**src/rtl/fso_deframer.sv**
```systemverilog
// fso_deframer: receive-side FSO frame parser.
//   Hunts for the 64-bit preamble (EB94_BDA3, F6AA_EE24), checks the header,
//   descrambles and forwards PAYLOAD_WORDS payload words with zero latency,
//   then checks the trailing CRC32 word.
// Ports:
//   clk / rst_n            clock, asynchronous active-low reset
//   i_rx_data/valid, o_rx_ready          word-aligned RX stream in
//   scrambler_en                         descramble payload
//   o_payload_* / i_payload_ready        payload stream out
//   o_frame_done / o_crc_ok              per-frame status pulse
//   o_block_id / o_frame_in_block        last accepted header fields
//   o_locked                             header accepted, frame in progress
//   o_frame_ok_cnt / o_crc_err_cnt / o_hdr_err_cnt  saturating counters
// Scrambler: additive PRBS15 (x^15+x^14+1), seed 15'h7FFF, 32 key bits per
//   word, first generated bit lands in key[31].
// CRC32: poly 04C11DB7, MSB-first over each descrambled word, init FFFFFFFF,
//   transmitted value is the bitwise inverse of the register.
module fso_deframer #(
  parameter int W                = 32,
  parameter int PAYLOAD_WORDS    = 16,
  parameter int FRAMES_PER_BLOCK = 255
) (
  input  logic         clk,
  input  logic         rst_n,
  input  logic [W-1:0] i_rx_data,
  input  logic         i_rx_valid,
  output logic         o_rx_ready,
  input  logic         scrambler_en,
  output logic [W-1:0] o_payload_data,
  output logic         o_payload_valid,
  output logic         o_payload_block_start,
  output logic         o_payload_last,
  input  logic         i_payload_ready,
  output logic         o_frame_done,
  output logic         o_crc_ok,
  output logic [15:0]  o_block_id,
  output logic [15:0]  o_frame_in_block,
  output logic         o_locked,
  output logic [15:0]  o_frame_ok_cnt,
  output logic [15:0]  o_crc_err_cnt,
  output logic [15:0]  o_hdr_err_cnt
);
  localparam logic [31:0] PRE_HI    = 32'hEB94_BDA3;
  localparam logic [31:0] PRE_LO    = 32'hF6AA_EE24;
  localparam logic [31:0] CRC_POLY  = 32'h04C1_1DB7;
  localparam logic [14:0] SCR_SEED  = 15'h7FFF;
  localparam int          CW        = (PAYLOAD_WORDS > 1) ? $clog2(PAYLOAD_WORDS) : 1;
  localparam logic [CW-1:0] CNT_LAST = CW'(PAYLOAD_WORDS - 1);
  localparam logic [16:0] FPB       = 17'(FRAMES_PER_BLOCK);

  typedef enum logic [2:0] {S_HUNT, S_PRE_LO, S_HEADER, S_PAYLOAD, S_CRC} state_t;

  state_t        state;
  logic [14:0]   lfsr, lfsr_nxt;
  logic [31:0]   key, desc;
  logic [31:0]   crc, crc_nxt;
  logic [CW-1:0] cnt;
  logic          fire, in_pay;

  assign in_pay     = (state == S_PAYLOAD);
  assign o_rx_ready = in_pay ? i_payload_ready : 1'b1;
  assign fire       = i_rx_valid & o_rx_ready;

  // Key word for the current LFSR state, and the state 32 steps later.
  always_comb begin
    lfsr_nxt = lfsr;
    key      = '0;
    for (int i = 31; i >= 0; i--) begin
      key[i]   = lfsr_nxt[14] ^ lfsr_nxt[13];
      lfsr_nxt = {lfsr_nxt[13:0], key[i]};
    end
  end

  assign desc = scrambler_en ? (i_rx_data ^ key) : i_rx_data;

  always_comb begin
    crc_nxt = crc;
    for (int i = 31; i >= 0; i--)
      crc_nxt = {crc_nxt[30:0], 1'b0} ^ ({32{crc_nxt[31] ^ desc[i]}} & CRC_POLY);
  end

  // Payload path is combinational so the sink sees the word in the same
  // cycle; backpressure holds the RX word, and nothing steps without fire.
  assign o_payload_valid       = in_pay & i_rx_valid;
  assign o_payload_data        = in_pay ? desc : '0;
  assign o_payload_block_start = o_payload_valid & (cnt == '0) & (o_frame_in_block == 16'd0);
  assign o_payload_last        = o_payload_valid & (cnt == CNT_LAST);

  always_ff @(posedge clk or negedge rst_n) begin
    if (!rst_n) begin
      state            <= S_HUNT;
      lfsr             <= SCR_SEED;
      crc              <= '1;
      cnt              <= '0;
      o_block_id       <= '0;
      o_frame_in_block <= '0;
      o_locked         <= 1'b0;
      o_frame_done     <= 1'b0;
      o_crc_ok         <= 1'b0;
      o_frame_ok_cnt   <= '0;
      o_crc_err_cnt    <= '0;
      o_hdr_err_cnt    <= '0;
    end else begin
      o_frame_done <= 1'b0;
      if (fire) begin
        unique case (state)
          S_HUNT:   if (i_rx_data == PRE_HI) state <= S_PRE_LO;
          S_PRE_LO: begin
            // A repeated HI keeps us waiting for LO rather than re-hunting.
            if (i_rx_data == PRE_LO)      state <= S_HEADER;
            else if (i_rx_data != PRE_HI) state <= S_HUNT;
          end
          S_HEADER: begin
            if ({1'b0, i_rx_data[15:0]} >= FPB) begin
              if (o_hdr_err_cnt != 16'hFFFF) o_hdr_err_cnt <= o_hdr_err_cnt + 16'd1;
              o_locked <= 1'b0;
              state    <= S_HUNT;
            end else begin
              o_block_id       <= i_rx_data[31:16];
              o_frame_in_block <= i_rx_data[15:0];
              o_locked         <= 1'b1;
              lfsr             <= SCR_SEED;
              crc              <= '1;
              cnt              <= '0;
              state            <= S_PAYLOAD;
            end
          end
          S_PAYLOAD: begin
            if (scrambler_en) lfsr <= lfsr_nxt;
            crc <= crc_nxt;
            if (cnt == CNT_LAST) begin
              cnt   <= '0;
              state <= S_CRC;
            end else begin
              cnt <= cnt + 1'b1;
            end
          end
          S_CRC: begin
            o_frame_done <= 1'b1;
            o_crc_ok     <= (i_rx_data == ~crc);
            if (i_rx_data == ~crc) begin
              if (o_frame_ok_cnt != 16'hFFFF) o_frame_ok_cnt <= o_frame_ok_cnt + 16'd1;
            end else begin
              if (o_crc_err_cnt != 16'hFFFF) o_crc_err_cnt <= o_crc_err_cnt + 16'd1;
            end
            o_locked <= 1'b0;
            state    <= S_HUNT;
          end
          default: state <= S_HUNT;
        endcase
      end
    end
  end
endmodule

```
**config.mk**
```make
export PLATFORM = sky130hd
export DESIGN_NAME = fso_deframer
export DESIGN_NICKNAME = d
export VERILOG_FILES = /design/src/rtl/fso_deframer.sv
export SDC_FILE = /design/constraint.sdc
export NUM_CORES = 1
export LEC_CHECK = 0
export CORE_MARGIN = 5
export CORE_UTILIZATION = 60
export CTS_CLUSTER_DIAMETER = 200
export DETAILED_ROUTE_END_ITERATION = 10
export GPL_ROUTABILITY_DRIVEN = 0
export HOLD_SLACK_MARGIN = 0.03
export MAX_ROUTING_LAYER = met4
export PLACE_DENSITY_LB_ADDON = 0.25
export SETUP_SLACK_MARGIN = 0.4
export SLEW_MARGIN = 20
export SYNTH_ARGS = -nofsm -noshare
export SYNTH_HDL_FRONTEND = slang
export SYNTH_SLANG_ARGS = --single-unit
```
**constraint.sdc**
```tcl
create_clock -name clk -period 7.8 [get_ports clk]
set_clock_uncertainty 0.1 [all_clocks]
set_input_delay 0.78 -clock clk [delete_from_list [all_inputs] [get_ports clk]]
set_output_delay 0.78 -clock clk [all_outputs]
set_load 0.02 [all_outputs]
```
==> results.yml, run 1 <==
run_status:
  status: "completed"
sta:
  min_period_over_period_pct: 76.1
  period_minus_slack_ns: 5.94
  finalHoldViolCount: 0
  finalMaxSlewViolations: 0
  tightest_slew_ns: 1.01
  relSlewSlack_pct: 32.3
  grt_setup_unrepaired: "false"
  tns_ns: 0
  finalSetupViolCount: 0
  fmax_mhz: 168
yosys:
  synth_cell_types: 65
  syn_nets: 1010
  syn-instance-count: 968
  synth_area_um2: 10400
  yosysSeqAreaShare_pct: 33.4
  synth_edf_count: 0
  async_flop_share_pct: 100
  synth_flop_cell: "dfrtp_1"
  synth.avg_cell_area_um2: 10.8
  yosysWarnings: 0
  ys_ff_latch: 137
route:
  drtAntennaViolNets: 0
  drt_first_pass_iters: 6
  drc: 0
  routed_wl_um: 30600
  via_per_inst: 5.84
  top_layer_used: "met4"
  vias: 7834
  wire_per_inst_um: 22.8
  route.met3.wl_um: 2090
  drt-initial-drc-count: 665
  m1WireLength_um: 12500
  route.met2.wl_um: 14500
clocking:
  htreeDepth: 4
  cts_made_buffers: 17
  cts_root_buf: "clkbuf_16"
  postCtsSetupBuffers: 0
  holdBufCountCts: 0
  path_clk_slew_ns: 0.06
  clock_path_buffers: 2
  cts_resized: 0
  clk_latency_ns: 0.44
  cts_tree: "yes"
  cts_sinks: 137
layout:
  fill_cells: 1243
  multi_input_area_um2: 6690
  layout_commonest_cell: "xnor2_1"
  final_cell_mix: "203 x xnor2_1, 154 x clkdlybuf4s50_1, 131 x xor2_1, 90 x dfrtp_1, 72 x nor2_1"
  areaGrowthSynthToFinish_pct: 21.1
  drive_gt1_share_pct: 15.8
  antenna_cells: 0
  seq_area_um2: 3490
  fin_nets: 1146
  fin_util_pct: 73.6
power:
  p_per_area_nw_per_um2: 467
  irDropWorstVdd_v: 0.000550
  p_leak_uw: 0.00529
setup_path:
  crit_start: "scrambler_en"
  worst_setup_path_start_kind: "primary input"
  path_delay_family: "XOR/XNOR gates"
  path_cells: "clkdlybuf4s50_1 > nand2_1 > xor2_2 > xnor2_2 > xnor3_4 > xnor2_1 > xnor2_1 > xnor2_1 > xnor2_2 > nand3b_1 > a21oi_1 > or3_1 > o211ai_1"
  critPathMaxFanout: 25
  critPathArrivalTime_ns: 6.19
  max_stage_delay_ns: 1.14
  r2r_start: "lfsr[13]"
  cp_common_cell: "xnor2_1"
  worstSetupPathType: "in -> reg"
  cp_slowest_cell: "clkdlybuf4s50_1"
  cp_data_required_time_ns: 8.05
  cp_num_buf_inv: 1
  endpoint_kind: "flop"
placement:
  dp_hpwl_um: 23400
  io_buffers: 155
global_routing:
  grt_first_pass_wirelength_um: 46600
  antenna_found_initial: 0
  grt-ovfl-total: 0
  grt_usage_pct: 31.5
  grt_max_degree: 94
  grt_pass1_vias: 7882
die:
  start_util_pct: 60.8
  row_count: 48
  dieArea_um2: 20100
  dieHeight_um: 142
  coreArea_um2: 17200
  ios: 156
  die_w_um: 142
job:
  max-cap-violations: 0
min_path:
  holdCritPathClass: "in -> async"
==> cell type report <==
class	count	area share, %
multi-input combinational	775	52.9
clock buffer	18	3.39
inverter	11	0.326
tap	225	2.23
timing repair buffer	162	12.7
sequential	137	27.6
clock inverter	14	0.900
==> worst reg2reg max path: cells and delay by family (launching register included) <==
family	cells	cell delay, ns
compound gates	2	0.24
xor+xnor	8	3.24
flops	1	0.66
simple gates	3	0.79
==> stage by stage <==
step / area [um^2] / instances / hold slack [ns] / total power, uW / setup slack [ns]
global placement: 12100 / 1310 / 0.363 / 5000 / 1.32
detailed placement: 12100 / 1310 / 0.369 / 5090 / 1.55
CTS: 12600 / 1342 / 0.375 / 5870 / 1.99
floorplan: 10400 / 968 / 0.366 / 4320 / 3.27
finish: 12600 / 1342 / 0.333 / 5900 / 1.86
global route: 12600 / 1342 / 0.410 / 6230 / 1.62
==> worst paths after layout <==
kind	slack [ns]	cells after the start	endpoint
min reg2reg	0.39	1	o_crc_err_cnt[10]
max reg2reg	2.70	13	crc[10]
min in group clk	0.39	1	o_crc_err_cnt[10]
max	1.86	13	crc[10]
max in group asynchronous	6.11	2	crc[24]
min	0.33	1	o_block_id[14]
==> cell usage after synthesis, drive strengths merged, types with 3 or more instances <==
| cell type | count | area, um^2 |
|---|---|---|
| nand3 | 18 | 90.1 |
| nor2 | 72 | 270 |
| nor4 | 13 | 81.3 |
| o21ai | 13 | 65.1 |
| a21oi | 22 | 110 |
| nand2b | 5 | 38.8 |
| nor4b | 4 | 35.0 |
| xor2 | 152 | 1550 |
| ha | 5 | 62.6 |
| and4 | 3 | 26.3 |
| inv | 11 | 41.3 |
| buf | 22 | 143 |
| and2 | 4 | 25.0 |
| nand2 | 71 | 274 |
| dfstp | 47 | 1230 |
| xnor3 | 19 | 437 |
| o22a | 21 | 185 |
| dfrtp | 90 | 2250 |
| nand4 | 18 | 113 |
| xnor2 | 231 | 2370 |
| mux2 | 25 | 282 |
| a31oi | 6 | 37.5 |
| clkbuf | 23 | 96.3 |
| nand3b | 4 | 30.0 |
| nor3 | 11 | 55.1 |
| xor3 | 6 | 155 |
| nor2b | 13 | 83.8 |
| and3 | 12 | 75.1 |
==> cell families (layout without fill, tap and decap cells) <==
kind of cell,after synthesis,after routing,synth area share (%)
AO/OA/AOI/OAI,77,77,4.97
buffers and inverters,56,205,2.68
XOR/XNOR,408,408,43.2
multiplexers,27,27,2.89
AND/OR/NAND/NOR,258,258,12.3
adder cells (fa/ha/maj),5,5,0.599
flip-flops,137,137,33.4
==> flip-flops by register name, indices dropped and copies added, names as in the netlist <==
register	cells
crc	32
o_block_id	16
o_crc_err_cnt	16
o_frame_in_block	16
o_frame_ok_cnt	16
o_hdr_err_cnt	16
lfsr	15
cnt	4
state	3
o_crc_ok	1
o_frame_done	1
o_locked	1
==> per-layer routing <==
layer / vias to the layer above / GRT usage [%]
met5: - / -
met4: 0 / 13.6
li1: 3488 / -
met1: 3889 / 40.7
met2: 359 / 49.0
met3: 98 / 5.43
==> power by group <==
| part | internal, uW | leakage, uW | switching [uW] | total (uW) |
|---|---|---|---|---|
| combinational | 2060 | 0.00332 | 2370 | 4430 |
| clock | 413 | 0.000250 | 344 | 757 |
| sequential | 713 | 0.00172 | 3.30 | 716 |
No activity file was read; power rests on OpenSTA's default activity.
==> run 2, diff against run 1 <==
--- a/config.mk
+++ b/config.mk
@@ -6,7 +6,7 @@
 export NUM_CORES = 1
 export LEC_CHECK = 0
 export CORE_MARGIN = 5
-export CORE_UTILIZATION = 60
+export CORE_UTILIZATION = 56
 export CTS_CLUSTER_DIAMETER = 200
 export DETAILED_ROUTE_END_ITERATION = 10
 export GPL_ROUTABILITY_DRIVEN = 0
==> constraint.sdc (replaced) <==
create_clock -name clk -period 6.1 [get_ports clk]
set_clock_uncertainty 0.1 [all_clocks]
set_input_delay 0.61 -clock clk [delete_from_list [all_inputs] [get_ports clk]]
set_output_delay 0.61 -clock clk [all_outputs]
set_load 0.02 [all_outputs]
==> run 2 against run 1 <==
  * Sequential share of layout area fell by 0.36 points
  * Critical path depth rose by 1
  * Sequential power rose by 28%
  * Register-to-register slack got worse by 1.5 ns
  * Clock power rose by 37%
  * Final cell count rose by 1.9%
  * Core utilization fell by 4.4 points
  * Combinational power rose by 30%
  * Critical path type unchanged
==> results.yml, run 2 (synthesis results as in run 1) <==
run_status:
  status: "completed"
global_routing:
  grt_pass1_vias: 7920
  grt_usage_pct: 29.6
  grt_first_pass_wirelength_um: 47200
  grt-ovfl-total: 0
  grt_max_degree: 71
  antenna_found_initial: 0
layout:
  largest-register: "crc"
  antenna_cells: 0
  layout_commonest_cell: "xnor2_1"
  drive_gt1_share_pct: 17.0
  fin_nets: 1162
  finalInstanceArea_um2: 12800
  final_cell_mix: "204 x xnor2_1, 154 x clkdlybuf4s50_1, 131 x xor2_1, 90 x dfrtp_1, 72 x nor2_1"
  areaGrowthSynthToFinish_pct: 22.7
  largest_reg_flops: 32
setup_path:
  rr_endpoint: "crc[16]"
  critPathArrivalTime_ns: 5.31
  path_cells: "clkdlybuf4s50_1 > buf_4 > nand2_1 > xnor2_1 > xnor2_1 > xnor2_1 > xor2_2 > xnor2_4 > xor2_2 > xnor2_1 > buf_4 > xor2_1 > xnor2_1 > a31oi_1"
  max_stage_delay_ns: 0.72
  worstRegToRegCells: 13
  endpoint_kind: "flop"
  cp_common_cell: "xnor2_1"
  cp_slowest_cell: "xnor2_1"
  cp_data_required_time_ns: 6.34
  critPathMaxFanout: 22
  worst_setup_path_start_kind: "primary input"
  path_delay_family: "XOR/XNOR gates"
  worstSetupPathType: "in -> reg"
  r2r_start: "lfsr[10]"
  cp_num_buf_inv: 3
  worst-r2r-setup-slack_ns: 1.25
sta:
  relSlewSlack_pct: 31.0
  min_period_over_period_pct: 83.2
  finalMaxSlewViolations: 0
  grt_setup_unrepaired: "false"
  finalHoldViolCount: 0
  fin_ws_ns: 1.03
  period_minus_slack_ns: 5.07
  tns_ns: 0
  tightest_slew_ns: 1.03
  fmax_mhz: 197
  finalSetupViolCount: 0
route:
  vias: 7788
  via_per_inst: 5.70
  drtAntennaViolNets: 0
  drt_first_pass_iters: 5
  drt-initial-drc-count: 688
  drc: 0
  wire_per_inst_um: 22.6
  routed_wl_um: 30900
clocking:
  clk_latency_ns: 0.42
  cts_tree: "yes"
  cts_sinks: 137
  htreeDepth: 4
  clock_path_buffers: 2
  cts_root_buf: "clkbuf_16"
  cts_resized: 0
  path_clk_slew_ns: 0.07
  postCtsSetupBuffers: 0
  cts_made_buffers: 17
  holdBufCountCts: 0
power:
  p_leak_uw: 0.00539
  irDropWorstVdd_v: 0.000686
  p_per_area_nw_per_um2: 602
die:
  dieHeight_um: 147
  row_count: 50
  ios: 156
  die_w_um: 147
  start_util_pct: 56.4
  dieArea_um2: 21500
  coreArea_um2: 18500
job:
  max-cap-violations: 0
placement:
  dp_hpwl_um: 23700
  post-place-ws_ns: 0.722
  io_buffers: 155
  place_area_um2: 12200
min_path:
  holdCritPathClass: "in -> async"
-- run 2: worst max-delay path by stage --
stage,start,end,slack [ns],cells after the start
2_1_floorplan,lfsr[0],crc[10],1.66,14
3_3_place_gp,scrambler_en,crc[6],0.78,15
3_5_place_dp,scrambler_en,crc[26],0.72,14
4_1_cts,scrambler_en,crc[16],1.10,14
5_1_grt,scrambler_en,crc[26],0.83,14
6_report,scrambler_en,crc[16],1.03,14
-- run 2: area by class of cell --
class	count	area, um^2
multi-input cells	775	6680
inverters	11	41.3
clock buffers	17	425
clock inverters	15	160
well taps	234	293
flip-flops and latches	137	3490
repair buffers	178	1730
fillers	1398	5700
-- run 2: where the power goes --
| group | internal [uW] | switching, uW |
|---|---|---|
| Clock | 580 | 463 |
| Combinational | 2710 | 3040 |
| Sequential | 912 | 3.87 |
| Total | 4200 | 3510 |
-- run 2: through the flow --
stage,utilization (%),hold WS [ns],instances,power [uW]
final,69.2,0.113,1367,7710
after CTS,69.2,0.130,1367,7680
after global placement,66.0,0.362,1335,6490
after global routing,69.2,0.162,1367,8110
after floorplan,-,0.214,968,5530
after detailed placement,66.0,0.376,1335,6570
-- run 2: metal layers --
metal | part of all wire [%] | track usage [%] | vias up
met2 | 47 | 45.3 | 380
li1 | - | - | 3501
met5 | 0 | - | -
met4 | 4.8 | 13.4 | 0
met1 | 41 | 38.4 | 3828
met3 | 7.5 | 5.80 | 79
==> run 3, diff against run 2 <==
==> constraint.sdc (replaced) <==
create_clock -name clk -period 4.7 [get_ports clk]
set_clock_uncertainty 0.1 [all_clocks]
set_input_delay 0.47 -clock clk [delete_from_list [all_inputs] [get_ports clk]]
set_output_delay 0.47 -clock clk [all_outputs]
set_load 0.02 [all_outputs]
==> run 3 against run 2 <==
  * Sequential share of layout area down 2.7 points
  * Clock-buffer cell count up 2
  * Sequential power up 30%
  * Flip-flop and latch count unchanged
  * Clock power up 30%
  * Wire length up 7.7%
  * Final area up 11%
  * Via count up 8.7%
  * Worst setup slack worse by 0.65 ns
  * Largest cell class unchanged
  * Highest routed layer unchanged
==> results.yml, run 3 (synthesis results as in run 1) <==
die:
  dieHeight_um: 147
  start_util_pct: 56.4
  ios: 156
  dieArea_um2: 21500
  die_w_um: 147
  coreArea_um2: 18500
  row_count: 50
route:
  drt-initial-drc-count: 826
  via_per_inst: 5.72
  drtAntennaViolNets: 0
  vias: 8468
  drc: 0
  drt_first_pass_iters: 8
  routed_wl_um: 33300
  wire_per_inst_um: 22.5
setup_path:
  worstSetupPathType: "in -> reg"
  critPathArrivalTime_ns: 4.56
  cp_common_cell: "xor2_4"
  path_cells: "clkdlybuf4s50_1 > xnor2_4 > xnor2_1 > xnor2_1 > xnor2_2 > xor2_4 > xor3_4 > xor2_4 > xor2_4 > buf_6 > xor2_1 > xor2_1 > a21oi_1"
  crit_start: "i_rx_data[29]"
  critPathMaxFanout: 5
  rr_endpoint: "crc[25]"
  max_stage_delay_ns: 0.63
  worst-r2r-setup-slack_ns: 0.43
  r2r_start: "lfsr[13]"
  cp.depth: 13
  cp-endpoint: "crc[25]"
  cp_data_required_time_ns: 4.93
  worstRegToRegCells: 14
  path_delay_family: "XOR/XNOR gates"
  worst_setup_path_start_kind: "primary input"
  endpoint_kind: "flop"
  cp_num_buf_inv: 2
  cp_slowest_cell: "xor3_4"
global_routing:
  antenna_found_initial: 0
  grt_first_pass_wirelength_um: 47900
  grt_usage_pct: 29.9
  grt_max_degree: 109
  grt-ovfl-total: 0
  grt_pass1_vias: 8073
clocking:
  clk_latency_ns: 0.42
  holdBufCountCts: 0
  cts_sinks: 137
  cts_tree: "yes"
  cts_root_buf: "clkbuf_16"
  clock_path_buffers: 2
  cts_made_buffers: 17
  path_clk_slew_ns: 0.06
  htreeDepth: 4
placement:
  dp_hpwl_um: 24100
  place_area_um2: 12600
  io_buffers: 155
sta:
  finalMaxSlewViolations: 0
  grt_setup_unrepaired: "true"
  fmax_mhz: 231
  hold_ws_ns: 0.0868
  finalSetupViolCount: 0
  tightest_slew_ns: 0.989
  min_period_over_period_pct: 92.0
  period_minus_slack_ns: 4.33
  relSlewSlack_pct: 34.1
  finalHoldViolCount: 0
run_status:
  status: "completed"
layout:
  finalInstanceArea_um2: 14200
  largest-register: "crc"
  fin_util_pct: 76.8
  final_cell_mix: "176 x xnor2_1, 154 x clkdlybuf4s50_1, 127 x buf_4, 119 x xor2_1, 90 x dfrtp_1"
  layout_commonest_cell: "xnor2_1"
  largest_reg_flops: 32
  drive_gt1_share_pct: 28.0
  areaGrowthSynthToFinish_pct: 36.1
  fill_cells: 1165
  fin_nets: 1275
power:
  irDropWorstVdd_v: 0.00128
  p_per_area_nw_per_um2: 823
  p_leak_uw: 0.00618
min_path:
  holdCritPathClass: "in -> async"
job:
  max-cap-violations: 0
-- run 3: final cells by class --
cell class	instances	area (um^2)	area share (%)
Antenna cell	1	2.50	0.0176
Clock inverter	13	158	1.11
Timing Repair Buffer	291	2660	18.7
Multi-Input combinational cell	775	7140	50.2
Inverter	11	41.3	0.290
Sequential cell	137	3490	24.5
Tap cell	234	293	2.06
Clock buffer	19	433	3.05
-- run 3: power by group --
| part | internal, uW | total, uW | switching [uW] | leakage, uW |
|---|---|---|---|---|
| Sequential | 1180 | 1190 | 5.04 | 0.00172 |
| Clock | 797 | 1350 | 557 | 0.000285 |
| Combinational | 4590 | 9160 | 4560 | 0.00417 |
| Total | 6570 | 11700 | 5120 | 0.00618 |
-- run 3: repair_timing --
item	CTS	global route
gates resized for setup	1	60
setup endpoints to repair	9	23
buffers inserted	5	56
pin swaps	3	31
-- run 3: per-layer routing --
metal	track usage [%]	share of wire, %	vias up
li1	-	-	3730
met1	38.3	39	4153
met2	46.2	48	466
met3	6.36	8.0	119
met4	13.1	5.0	0
met5	-	0	-
-- run 3: per-stage QoR --
step                cells  setup WS [ns]  TNS [ns]  power [uW]
detailed placement   1387       -0.00233  -0.00233        9000
global route         1480          0.280         0       12300
CTS                  1424          0.347         0       10400
finish               1481          0.374         0       11700
floorplan             968          0.389         0        7170
global placement     1387         0.0373         0        8900
-- run 3: worst min-delay path by stage --
| stage | to | slack (ns) | depth (start not counted) |
|---|---|---|---|
| after floorplan | cnt[0] | 0.07 | 0 |
| after global placement | o_crc_ok | 0.36 | 2 |
| after detailed placement | o_frame_ok_cnt[12] | 0.38 | 1 |
| after CTS | o_frame_ok_cnt[3] | 0.13 | 1 |
| after global routing | o_frame_ok_cnt[3] | 0.18 | 1 |
| final | o_frame_ok_cnt[3] | 0.09 | 1 |
